File: config.mk
export PLATFORM = sky130hd
export DESIGN_NAME = palette_mixer
export DESIGN_NICKNAME = d
export VERILOG_FILES = /design/src/rtl/palette_pkg.sv /design/src/rtl/layer_priority_mux.sv /design/src/rtl/palette_mixer.sv
export SDC_FILE = /design/constraint.sdc
export NUM_CORES = 1
export LEC_CHECK = 0
export CORE_MARGIN = 3
export CORE_UTILIZATION = 33
export CTS_CLUSTER_DIAMETER = 50
export DETAILED_ROUTE_END_ITERATION = 8
export PLACE_DENSITY = 0.75
export SETUP_SLACK_MARGIN = 0.5
export SKIP_CTS_REPAIR_TIMING = 1
export SLEW_MARGIN = 20
export SYNTH_ARGS = -nofsm -noshare
export SYNTH_HDL_FRONTEND = slang
export SYNTH_SLANG_ARGS = --single-unit
File: constraint.sdc
create_clock -name clk -period 10.5 [get_ports clk]
set_clock_uncertainty 0.2 [all_clocks]
set_input_delay 3.15 -clock clk [delete_from_list [all_inputs] [get_ports clk]]
set_output_delay 3.15 -clock clk [all_outputs]
set_load 0.05 [all_outputs]
File: src/rtl/palette_pkg.sv
// palette_pkg: shared types and constants for the palette mixer.
// Holds the CPU register-select encoding, the bus sequencer states and the
// width of each layer's priority field.
package palette_pkg;

   // Width of one layer priority field in layer_pri.
   localparam int PRI_W = 2;

   // CPU register select (va) decoding.
   typedef enum logic [1:0] {
      VA_ADDR = 2'd0,   // CPU palette address
      VA_DATA = 2'd1,   // palette RAM data port
      VA_CTRL = 2'd2,   // write leaves CPU mode
      VA_NOP  = 2'd3    // acknowledge only
   } va_reg_e;

   // CPU bus sequencer states.
   typedef enum logic [2:0] {
      ST_IDLE    = 3'd0,  // waiting for a falling edge of cs_n
      ST_WR_ACK  = 3'd1,  // write strobe issued, acknowledge next
      ST_RD_ADDR = 3'd2,  // CPU address presented to the RAM
      ST_RD_ACK  = 3'd3,  // read data captured, acknowledge next
      ST_HOLD    = 3'd4   // acknowledged, wait for cs_n to rise
   } bus_state_e;

endpackage

File: src/rtl/layer_priority_mux.sv
// layer_priority_mux: picks the colour index of the winning layer.
// A layer is opaque when any of its low TRANSP_BITS index bits is set. Among
// opaque layers the highest priority wins, ties go to the higher layer number,
// and layer 0's index is passed through when every layer is transparent.
module layer_priority_mux
   import palette_pkg::*;
#(
   parameter int N_LAYERS    = 2,
   parameter int IDX_W       = 15,
   parameter int TRANSP_BITS = 4
) (
   input  logic [N_LAYERS*IDX_W-1:0] layer_idx_i,
   input  logic [N_LAYERS*PRI_W-1:0] layer_pri_i,
   output logic [IDX_W-1:0]          sel_idx_o
);

   logic [PRI_W-1:0] best_pri_s;
   logic             found_s;

   // Scan layers upward so that ">=" hands ties to the higher layer number.
   always_comb begin
      sel_idx_o  = layer_idx_i[IDX_W-1:0];
      best_pri_s = '0;
      found_s    = 1'b0;
      for (int i = 0; i < N_LAYERS; i++) begin
         if ((|layer_idx_i[i*IDX_W +: TRANSP_BITS]) &&
             (!found_s || (layer_pri_i[i*PRI_W +: PRI_W] >= best_pri_s))) begin
            sel_idx_o  = layer_idx_i[i*IDX_W +: IDX_W];
            best_pri_s = layer_pri_i[i*PRI_W +: PRI_W];
            found_s    = 1'b1;
         end else begin
            found_s    = found_s;
         end
      end
   end

endmodule

File: src/rtl/palette_mixer.sv
// palette_mixer: CPU port onto an external palette RAM plus a two-stage
// layer mixer (stage 1 picks the layer index, stage 2 loads the RAM word).
// Optional feature: define PALETTE_AUTOINC_EN to advance the CPU address by
// one after every va=1 RAM cycle; otherwise only va=0 writes change it.
module palette_mixer
   import palette_pkg::*;
#(
   parameter int N_LAYERS    = 2,
   parameter int IDX_W       = 15,
   parameter int PAL_AW      = 13,
   parameter int PAL_DW      = 16,
   parameter int TRANSP_BITS = 4
) (
   input  logic                      clk,
   input  logic                      reset_n,
   input  logic                      ce_pixel,
   input  logic [15:0]               din,
   output logic [15:0]               dout,
   input  logic [1:0]                va,
   input  logic                      rw_n,
   input  logic                      uds_n,
   input  logic                      lds_n,
   input  logic                      cs_n,
   output logic                      dtack_n,
   input  logic [N_LAYERS*IDX_W-1:0] layer_idx,
   input  logic [N_LAYERS*PRI_W-1:0] layer_pri,
   input  logic                      hsync_n,
   input  logic                      vsync_n,
   output logic                      hsync_out_n,
   output logic                      vsync_out_n,
   output logic [PAL_AW-1:0]         pal_addr,
   input  logic [PAL_DW-1:0]         pal_din,
   output logic [PAL_DW-1:0]         pal_dout,
   output logic                      pal_we_l_n,
   output logic                      pal_we_h_n,
   output logic [PAL_DW-1:0]         rgb_out
);

   bus_state_e        state_q, state_d;
   logic              cs_q;
   logic              cpu_mode_q, cpu_mode_d;
   logic [PAL_AW-1:0] cpu_addr_q, cpu_addr_d, cpu_addr_next_s;
   logic [15:0]       dout_q, dout_d;
   logic              dtack_q, dtack_d;
   logic              we_l_q, we_l_d, we_h_q, we_h_d;
   logic [PAL_DW-1:0] pal_dout_q, pal_dout_d;
   logic [PAL_AW-1:0] pix_addr_q, pix_addr_s;
   logic              pix_valid_q;
   logic [PAL_DW-1:0] rgb_q;
   logic [1:0]        hs_q, vs_q;
   logic [IDX_W-1:0]  sel_idx_s;
   logic              access_start_s;
   va_reg_e           va_s;
   logic [15:0]       addr_ext_s, addr_wr_s;

   assign access_start_s = cs_q & ~cs_n;
   assign va_s           = va_reg_e'(va);
   assign addr_ext_s     = 16'(cpu_addr_q);
   assign addr_wr_s      = {uds_n ? addr_ext_s[15:8] : din[15:8],
                            lds_n ? addr_ext_s[7:0]  : din[7:0]};

`ifdef PALETTE_AUTOINC_EN
   assign cpu_addr_next_s = cpu_addr_q + {{(PAL_AW-1){1'b0}}, 1'b1};
`else
   assign cpu_addr_next_s = cpu_addr_q;
`endif

   layer_priority_mux #(
      .N_LAYERS    (N_LAYERS),
      .IDX_W       (IDX_W),
      .TRANSP_BITS (TRANSP_BITS)
   ) u_pri_mux (
      .layer_idx_i (layer_idx),
      .layer_pri_i (layer_pri),
      .sel_idx_o   (sel_idx_s)
   );

   assign pix_addr_s = PAL_AW'({sel_idx_s, 1'b0});

   // Bus sequencer: decode an access once per cs_n fall and walk its RAM cycle.
   always_comb begin
      state_d    = state_q;
      cpu_mode_d = cpu_mode_q;
      cpu_addr_d = cpu_addr_q;
      dout_d     = dout_q;
      dtack_d    = dtack_q;
      we_l_d     = 1'b1;
      we_h_d     = 1'b1;
      pal_dout_d = pal_dout_q;
      case (state_q)
         ST_IDLE: begin
            dtack_d = 1'b1;
            if (access_start_s) begin
               case (va_s)
                  VA_ADDR: begin
                     if (!rw_n) begin
                        cpu_addr_d = addr_wr_s[PAL_AW-1:0];
                        cpu_mode_d = 1'b1;
                     end else begin
                        dout_d     = addr_ext_s;
                     end
                     dtack_d = 1'b0;
                     state_d = ST_HOLD;
                  end
                  VA_DATA: begin
                     if (!rw_n) begin
                        we_h_d     = uds_n;
                        we_l_d     = lds_n;
                        cpu_mode_d = 1'b1;
                        pal_dout_d = PAL_DW'(din);
                        state_d    = ST_WR_ACK;
                     end else begin
                        state_d    = ST_RD_ADDR;
                     end
                  end
                  VA_CTRL: begin
                     if (!rw_n) begin
                        cpu_mode_d = 1'b0;
                     end else begin
                        cpu_mode_d = cpu_mode_q;
                     end
                     dtack_d = 1'b0;
                     state_d = ST_HOLD;
                  end
                  default: begin
                     dtack_d = 1'b0;
                     state_d = ST_HOLD;
                  end
               endcase
            end else begin
               state_d = ST_IDLE;
            end
         end
         ST_WR_ACK: begin
            dtack_d    = 1'b0;
            cpu_addr_d = cpu_addr_next_s;
            state_d    = ST_HOLD;
         end
         ST_RD_ADDR: begin
            dout_d     = 16'(pal_din);
            cpu_addr_d = cpu_addr_next_s;
            state_d    = ST_RD_ACK;
         end
         ST_RD_ACK: begin
            dtack_d = 1'b0;
            state_d = ST_HOLD;
         end
         ST_HOLD: begin
            if (cs_n) begin
               dtack_d = 1'b1;
               state_d = ST_IDLE;
            end else begin
               state_d = ST_HOLD;
            end
         end
         default: begin
            dtack_d = 1'b1;
            state_d = ST_IDLE;
         end
      endcase
   end

   // Bus registers; reset also clears cs_q so a cs_n held low is not an edge.
   always_ff @(posedge clk) begin
      if (!reset_n) begin
         state_q    <= ST_IDLE;
         cs_q       <= 1'b0;
         cpu_mode_q <= 1'b0;
         cpu_addr_q <= '0;
         dout_q     <= 16'h0000;
         dtack_q    <= 1'b1;
         we_l_q     <= 1'b1;
         we_h_q     <= 1'b1;
         pal_dout_q <= '0;
      end else begin
         state_q    <= state_d;
         cs_q       <= cs_n;
         cpu_mode_q <= cpu_mode_d;
         cpu_addr_q <= cpu_addr_d;
         dout_q     <= dout_d;
         dtack_q    <= dtack_d;
         we_l_q     <= we_l_d;
         we_h_q     <= we_h_d;
         pal_dout_q <= pal_dout_d;
      end
   end

   // Pixel pipeline; pix_valid_q blanks the first output after CPU mode ends.
   always_ff @(posedge clk) begin
      if (!reset_n) begin
         pix_addr_q  <= '0;
         pix_valid_q <= 1'b0;
         rgb_q       <= '0;
         hs_q        <= 2'b11;
         vs_q        <= 2'b11;
      end else if (ce_pixel) begin
         pix_addr_q  <= pix_addr_s;
         pix_valid_q <= ~cpu_mode_q;
         rgb_q       <= (cpu_mode_q || !pix_valid_q) ? '0 : pal_din;
         hs_q        <= {hs_q[0], hsync_n};
         vs_q        <= {vs_q[0], vsync_n};
      end else begin
         pix_addr_q  <= pix_addr_q;
         pix_valid_q <= pix_valid_q;
         rgb_q       <= rgb_q;
         hs_q        <= hs_q;
         vs_q        <= vs_q;
      end
   end

   // A read holds the RAM on the CPU address for its one-cycle RAM slot.
   assign pal_addr    = (cpu_mode_q || (state_q == ST_RD_ADDR)) ? cpu_addr_q : pix_addr_q;
   assign pal_dout    = pal_dout_q;
   assign pal_we_l_n  = we_l_q;
   assign pal_we_h_n  = we_h_q;
   assign dout        = dout_q;
   // cs_n high forces dtack_n high at once rather than a cycle later.
   assign dtack_n     = dtack_q | cs_n;
   assign rgb_out     = rgb_q;
   assign hsync_out_n = hs_q[1];
   assign vsync_out_n = vs_q[1];

endmodule

==> After elaboration in Yosys (flattened, before gate mapping) <==
Index checks and enable logic that the tools add are counted.
{ "classes": {"muxes": 21, "n_lt_le_gt_ge": 1, "reduce_logical": 21, "n_eq_ne": 12, "n_bitwise": 12} }
{ "ops": {"columns": ["cell", "n"], "rows": [
  ["2-to-1 mux 16 bit", 4],
  ["case mux 16 bit (2 select lines)", 1],
  ["AND reduction 5 bit", 3],
  ["2-to-1 mux 13 bit", 1],
  ["2-to-1 mux 12 bit", 1],
  ["case mux 3 bit (4 select lines)", 1],
  ["!= test 2 bit, second input constant", 5],
  ["inverter 1 bit", 10],
  ["2-to-1 mux 3 bit", 3],
  ["AND reduction 4 bit", 2],
  ["OR reduction 4 bit", 2],
  ["equality test 3 x 2 -> 1 bit, second input constant", 2],
  ["2-to-1 mux 1 bit", 6],
  ["OR reduction 5 bit", 1],
  ["2-to-1 mux 2 bit", 2],
  ["case mux 1 bit (4 select lines)", 1],
  ["nonzero test 2 bit", 2],
  ["OR reduction 2 bit", 2],
  ["equality test 3 x 1 -> 1 bit, second input constant", 1],
  ["equality test 3 bit, second input constant", 1],
  ["logical NOT 3 bit", 1],
  ["logical OR 1 bit", 3],
  ["equality test 2 x 1 -> 1 bit, second input constant", 1],
  ["equality test 2 bit, second input constant", 1],
  ["9 further kinds", 10]
]} }
{ "totals": {"ff_bits": 86, "wordCells": 82, "in_bits": 77, "out_inout_bits": 66} }

==> Depth between registers and ports, before layout <==
Gate-level depths: netlist (run 1).
{ "logic_depth": {"word_depth": 6, "mapped_depth": 8, "ltp_nobuf": 7} }

==> Hierarchy <==
A second synthesis (run 1) with hierarchy kept.
{ "hier_totals": {"hier_cells": 405, "area_unflattened_um2": 3867.5} }
{ "by_module_without_submodules": {"columns": ["mod", "instances", "area_per_inst_um2", "cells_per_inst", "seq_area_each_um2"], "rows": [
  ["palette_mixer", 1, 3523.4, 371, 1721.7],
  ["layer_priority_mux", 1, 344.1, 34, 0.0]
]} }

==> Worst setup path after synthesis (run 1) <==
No wires, ideal clock.
{ "synth_path": {"path_kind": "input -> output", "startpoint": "input port cs_n", "endpoint": "output port dtack_n", "cell_stages": 1, "t_required_ps": 7150, "slack_ps": 3608, "path_buffers": 0, "t_arrival_ps": 3542, "cell_sequence": "or2_2"} }
{ "synth_via": {"elab_chain_len": 1} }
{ "synth_lines": {"columns": ["item", "line", "rtl"], "rows": [
  ["start: declaration", "palette_mixer.sv:23", "input logic cs_n,"],
  ["bitwise OR 1 bit", "palette_mixer.sv:218", "assign dtack_n = dtack_q | cs_n;"],
  ["end: declaration", "palette_mixer.sv:24", "output logic dtack_n,"]
]} }
No other way between the ends.

==> Worst setup path after layout (run 1) <==
Same ends and word-level chain as after synthesis.

==> impl_summary.md, run 1 <==
Timing
The minimum clock period after layout is 7980 ps. The share of the clock period used by the worst path is 76.0%. The final-report hold violation count is 0. At the pin with the least slew margin, the transition time is 1090 ps. The final setup violation count is 0. The number of slew-limit violations in the final report is 0. The accumulated negative setup slack is 0 ps.

The maximum clock rate is 0.125 GHz. The worst slew slack as a fraction of its limit is 26.9%. Setup repair after global routing left no endpoint under its margin. The smallest hold slack is 259 ps. The worst path setup slack after routing is 2520 ps.

Global routing
For this run the aggregate overflow at the end of global routing stands at 0. The busiest layer in global routing is met2. The aggregate global-route resource usage is 17.0%. The via count of the first global-routing pass is 3,349. The initial antenna violation count is 0.

The met2 routing resource usage after global routing is 28.7%. The met3 track demand over resource in global routing is 7.49%. Entering global routing, the biggest net connects 104 pins. The global-route wire length before repair is 17,400 um. In the global route stage, met1 resource usage came out at 19.7%.

Clock network
The number of buffers on the longest clock path is 2. The H-tree generated during clock tree synthesis spans 3 levels. The number of clock sinks seen by CTS is 86. Clock latency on the worst-skew pair, taken at its later pin, is 340 ps. The CTS tree is done.

The tree is rooted in a sky130_fd_sc_hd__clkbuf_16. The number of buffers added by the clock tree synthesis step is 9. Clock-pin slew was measured on the worst setup and hold paths at 60 ps.

Synthesis
Sorting the synthesized cells by area gives the leading types as sky130_fd_sc_hd__dfxtp_1 45%, sky130_fd_sc_hd__mux2i_1 8.9%, sky130_fd_sc_hd__nor2b_1 8.4%, sky130_fd_sc_hd__nand3_1 3.8%, sky130_fd_sc_hd__o211a_1 3.7%. The number of nets in the synthesized netlist is 488. For this run, the leading register cell type out of synthesis is sky130_fd_sc_hd__dfxtp_1. The most frequent cell after synthesis is sky130_fd_sc_hd__dfxtp_1.

The number of different library cells used by synthesis comes to 39. After synthesis the netlist holds a flip-flop and latch count of 86. The Yosys step of the flow raised 0 warnings. The largest total area in the synthesized netlist belongs to sky130_fd_sc_hd__dfxtp_1. Counting every instance in the synthesized netlist gives 409. By count the netlist is led by 86 x sky130_fd_sc_hd__dfxtp_1, 51 x sky130_fd_sc_hd__nor2b_1, 34 x sky130_fd_sc_hd__mux2i_1.

The synthesized area is 0.00380 sq mm. The share of the Yosys chip area taken by registers is 45.3%. The share of Yosys cell area claimed by the top area cell type is 45.3%. After synthesis, the share of flip-flops with an asynchronous set or reset is 0%. The average cell area after synthesis is 9.30 sq um.

The number of synthesized flops with an enable pin is 0.

Die
143 I/O pins were placed. The site row count is 38. Measured along the y axis, the die boundary spans 113 um. The starting utilization of the core area is 34.5%. The die width is 113 um. The die covers 0.0129 sq mm. The total area inside the core boundary comes to 0.0110 sq mm.

Worst setup path
In this run the number of cells on the critical path is 3. The slowest cell on the critical path is sky130_fd_sc_hd__clkdlybuf4s50_1. Walking the worst path, the cells encountered are clkdlybuf4s50_1 > or2_2 > clkdlybuf4s50_1. The number of buffers and inverters on the critical path is 2. The type of the worst setup path is input pin to output port. The arrival time of data at the critical path endpoint is 4630 ps. STA classifies the critical path startpoint as an input pin.

Counting cells, the worst reg-to-reg path comes to 3. In this run the worst path has a maximum fanout of 5. The worst setup path is captured at an output port. The cell that appears most often on the critical path is sky130_fd_sc_hd__clkdlybuf4s50_1.

The dominant delay contributor by cell family on the critical path is buffers and inverters. For this run, the slowest stage of the critical path takes 710 ps. The required time of the worst setup path is 7150 ps.

Pwr
In this run the power density over the cells is 145 mW/mm^2. The static leakage power is 2.23 nW. The maximum ir drop on the vdd rail is 0.108 mV.

Worst hold path
The cell depth of the worst hold path is 2. The class of the tightest hold or removal check is flip-flop to flip-flop.

Placed design
Summed over all nets, the half-perimeter wirelength after detailed placement is 7760 um. The final weighted congestion in routability-driven placement is 0.873. The area after detailed placement is 0.00525 sq mm. Prior to clock tree synthesis, the placed netlist has a worst setup slack of 2530 ps. The total of buffers placed on input and output ports is 136.

Finish
The summed area of non-filler cells in the final layout is 0.00557 sq mm. The count of nets after finishing is 610. The filler cell count in the final layout is 1,056. The layout cell share with drive strength beyond 1 is 8.22%. The repair_antennas step left the layout with diodes totalling 0. The final standard cell utilization of the core is 50.5%. The relative area change from synthesis to final layout is 46.4%.

Route
Dividing the detail-routed via count by the number of cells gives 5.06. In the routed design, unresolved DRC markers number 0. Once detail routing completed, the nets flagged for antenna violations numbered 0.

The number of detailed-route iterations in the first pass is 5. The count of routing violations after the opening detailed-route iteration is 140. The average wire length per cell after detail routing is 16.1 um.

Wires add up to 10,800 um. The routed layout has 3,414 vias.

Status
The run finished with clean final reports.

Flow run
The number of violations of the max-capacitance limit is 0.
-- layout make-up --
cell class | instances | area (sq um) | area share [%]
clock buffer | 11 | 253 | 4.54
clock inverter | 4 | 70.1 | 1.26
inverter | 10 | 37.5 | 0.674
multi-input combinational | 283 | 1920 | 34.5
sequential | 86 | 1720 | 30.9
tap | 140 | 175 | 3.14
timing repair buffer | 141 | 1390 | 24.9
-- power by group --
group          leakage (nW)  total, mW  switching, mW  internal [mW]
Combinational          1.37      0.124         0.0675         0.0561
Clock                 0.161      0.344          0.125          0.219
Sequential            0.699      0.341        0.00504          0.336
-- logic make-up (layout without fill, tap and decap cells) --
logic type	after synthesis	after routing	synth area share, %
compound gates	83	83	14.5
mux	46	46	12.5
simple gates	152	152	22.7
buf+inv	40	166	4.37
fa+ha+maj	2	2	0.658
flops	86	86	45.3
-- cell usage in the layout, fill, tap and decap left out, drive strengths merged, types with 2 or more instances in the layout --
cell | netlist | routed
clkdlybuf4s50 | 0 | 134
nand3 | 29 | 29
a311oi | 8 | 8
mux2 | 12 | 12
or3b | 2 | 2
nor4 | 4 | 4
clkbuf | 26 | 11
nor3 | 3 | 3
nand2 | 29 | 29
dfxtp | 86 | 86
inv | 10 | 10
nor4b | 8 | 8
or2 | 4 | 4
nand2b | 3 | 3
o211ai | 2 | 2
or3 | 2 | 2
nor2 | 10 | 10
buf | 4 | 7
mux2i | 34 | 34
o21ai | 28 | 28
and2 | 3 | 3
ha | 2 | 2
o31ai | 3 | 3
nor2b | 51 | 51
a21boi | 2 | 2
clkinv | 0 | 2
a21oi | 18 | 18
o211a | 14 | 14
a31oi | 3 | 3
bufinv | 0 | 2
-- stage by stage --
stage / power, mW / cells
4_1_cts: 0.821 / 675
3_5_place_dp: 0.472 / 660
3_3_place_gp: 0.470 / 660
5_1_grt: 0.842 / 675
6_report: 0.809 / 675
2_1_floorplan: 0.417 / 409
-- state kept, by name (all words and copies together), names as in the netlist --
signal           flops
pal_dout            16
cs_q                 1
hs_q                 2
vs_q                 2
pal_we_l_n           1
cpu_addr_next_s     13
pix_addr_q          12
pal_we_h_n           1
rgb_out             16
cpu_mode_q           1
state_q              3
pix_valid_q          1
dtack_q              1
dout                16
-- worst paths after layout --
check	start	end	slack, ps
max	cs_n	dtack_n	2520
min	pix_addr_q[4]	pix_addr_q[4]	260
max reg2reg	state_q[2]	pal_we_l_n	8010
min reg2reg	pix_addr_q[4]	pix_addr_q[4]	260
-- worst register-to-register path, stage by stage (launching register included) --
cell and delay (ps):
sky130_fd_sc_hd__dfxtp_1 400, sky130_fd_sc_hd__or4b_4 590, sky130_fd_sc_hd__or3_2 730, sky130_fd_sc_hd__or3b_1 450
-- per-layer routing --
metal	part of all wire, %	vias to the layer above
li1	-	1688
met2	50	109
met5	0	-
met1	41	1603
met3	8.6	14
met4	1.1	0
No activity file was read; power rests on OpenSTA's default activity.
==> run 2: changes to the inputs <==
--- a/config.mk
+++ b/config.mk
@@ -9,7 +9,7 @@
 export CORE_UTILIZATION = 33
 export CTS_CLUSTER_DIAMETER = 50
 export DETAILED_ROUTE_END_ITERATION = 8
-export PLACE_DENSITY = 0.75
+export PLACE_DENSITY = 0.77
 export SETUP_SLACK_MARGIN = 0.5
 export SKIP_CTS_REPAIR_TIMING = 1
 export SLEW_MARGIN = 20
==> constraint.sdc (replaced) <==
create_clock -name clk -period 6.6 [get_ports clk]
set_clock_uncertainty 0.2 [all_clocks]
set_input_delay 1.98 -clock clk [delete_from_list [all_inputs] [get_ports clk]]
set_output_delay 1.98 -clock clk [all_outputs]
set_load 0.05 [all_outputs]
==> run 2 against run 1 <==
  * Sequential share of layout area up 0.28 points
  * Clock power up 35%
  * Clock-buffer cell count is 2 higher
  * First-iteration DRC count up 0.71%
  * Register-to-register slack worse by 3900 ps
  * Via count shrank 0.12%
==> impl_summary.md, run 2 (synthesis gave the netlist of run 1 again) <==
Timing
In the finished design, the share of the clock period the worst path needs comes to 85.1%. In this run the tightest slew margin relative to its limit is 29.3%. Across all hold checks on the routed design, the worst slack comes to 255 ps. Setup violations remaining at the end of the flow were counted as 0.

The maximum clock rate is 0.178 GHz. The number of slew-limit violations in the final report was 0. At the pin with the least slew margin, the transition time is 1060 ps. The final-report hold violation count was 0.

The accumulated negative setup slack is 0 ps. The worst path setup slack after routing is 983 ps. The minimum clock period after layout is 5620 ps. Setup repair after global routing left no endpoint under its margin.

Die
The die width is 113 um. The starting utilization of the core area is 34.5%. The placeable core region is 0.0110 sq mm. In this run the vertical extent of the chip is 113 um. The die covers 0.0129 sq mm.

Pin placement for this block handled 143 I/O pins. The site row count is 38.

Finish
The filler cell count in the final layout is 1,033. 0 antenna diodes ended up in the layout. Of the cells placed in the final design, the portion with a size suffix greater than 1 is 8.02%. For this run, the post-layout net count is 610. The non-filler instance count after layout is 676.

Leaving out fill and tap cells, the most frequent cells in the layout are 134 x sky130_fd_sc_hd__clkdlybuf4s50_1, 86 x sky130_fd_sc_hd__dfxtp_1, 51 x sky130_fd_sc_hd__nor2b_1. For this run, the share of the core covered by cells in the final layout is 50.0%. Leaving out fill and tap cells, the most frequent cell in the layout is sky130_fd_sc_hd__clkdlybuf4s50_1. Compared with the post-synthesis result, the final layout area differs by 45.1%.

Worst setup path
The buffers plus inverters on the worst setup path is 2. The worst-path maximum fanout is 5. STA classifies the critical path startpoint as an input pin. Traced cell by cell, the critical path runs through clkdlybuf4s50_1 > or2_2 > clkdlybuf4s50_1. The critical path is of the input pin to output port type. The arrival time of data at the critical path endpoint is 3440 ps. The required time of the worst setup path is 4420 ps. STA classifies the critical path endpoint as an output port. The slowest cell on the critical path is sky130_fd_sc_hd__clkdlybuf4s50_1. The largest single stage delay on the critical path is 700 ps. On the critical path the largest part of the delay comes from buffers and inverters. The most numerous cell type found on the critical path is sky130_fd_sc_hd__clkdlybuf4s50_1.

Clock network
The clock slew seen by the registers of the worst setup and hold paths is 60 ps. CTS saw 86 sinks. The number of buffers on the longest clock path is 2.

The clock insertion delay at the later pin of the skew report is 340 ps. The number of buffers added by the clock tree synthesis step is 9. The clock tree root driver cell is sky130_fd_sc_hd__clkbuf_16. In this run the number of H-tree levels came out at 3. TritonCTS built the clock tree.

Route
After the first detailed-routing iteration, the DRC count stood at 141. The final layout contains routed wiring with a total length of 10,900 um. The post-route DRC violation count is 0. The detailed-route via count is 3,410.

The number of routed nets with antenna violations is 0. The number of detailed-route iterations in the first pass is 5. After detailed routing, the average wire length per cell comes to 16.2 um. Dividing the detail-routed via count by the number of cells gives 5.04.

Global routing
Global routing finished with a remaining overflow of 0. The initial antenna violation count is 0. The first global-routing pass estimated 17,600 um of wire. Entering global routing, the biggest net connects 64 pins. The via count of the first global-routing pass is 3,384. Global routing consumed, over all layers together, 17.3% of the routing resources.

Flow run
Max-cap violations in this run came to 0.

Pwr
The maximum ir drop on the vdd rail is 0.178 mV. In this run the static leakage power is 2.20 nW. Dividing total power by cell area gives a power density of 218 mW/mm^2.

Placed design
The total of buffers placed on input and output ports is 136. After detailed placement, the design holds a cell count of 660. The final HPWL from detailed placement is 7780 um. The final weighted congestion in routability-driven placement is 0.819. OpenSTA, run right after detailed placement, puts the worst setup slack at 981 ps.

Status
The run finished with clean final reports.

Worst hold path
The class of the tightest hold or removal check is flip-flop to flip-flop.
run 2: final cells by class:
type | instances | area, sq um | area share [%]
sequential | 86 | 1720 | 31.2
clock buffer | 13 | 250 | 4.53
clock inverter | 3 | 20.0 | 0.363
inverter | 10 | 37.5 | 0.680
timing repair buffer | 141 | 1390 | 25.2
tap | 140 | 175 | 3.17
multi-input combinational | 283 | 1930 | 34.9
run 2: power breakdown:
part / internal, mW / total, mW / switching, mW / leakage (nW)
Sequential: 0.535 / 0.543 / 0.00844 / 0.699
Combinational: 0.0898 / 0.197 / 0.107 / 1.38
Clock: 0.265 / 0.465 / 0.200 / 0.126
Total: 0.890 / 1.21 / 0.316 / 2.20
run 2: per-stage QoR:
stage	power [mW]	instance area [sq um]
after CTS	1.22	5520
after detailed placement	0.752	5250
after global routing	1.26	5520
after floorplan	0.663	3800
after global placement	0.748	5240
final	1.21	5520
run 2: worst register-to-register path, stage by stage (launching register included):
cell,delay [ps]
sky130_fd_sc_hd__dfxtp_1,390
sky130_fd_sc_hd__or4b_4,590
sky130_fd_sc_hd__or3_2,750
sky130_fd_sc_hd__or3b_1,460
run 2: worst paths after layout:
| check | cells after the start | startpoint | slack [ps] | to |
|---|---|---|---|---|
| min reg2reg | 2 | pix_addr_q[4] | 250 | pix_addr_q[4] |
| max reg2reg | 3 | state_q[2] | 4090 | pal_we_l_n |
| min | 2 | pix_addr_q[4] | 250 | pix_addr_q[4] |
| max | 3 | cs_n | 980 | dtack_n |
run 2: per-layer routing:
layer  GRT usage (%)  up-vias  part of all wire [%]
li1                -     1693                     -
met1            20.2     1588                    42
met2            29.5      116                    49
met3            6.10       13                   7.2
met4            5.61        0                   1.6
met5               0        -                     0
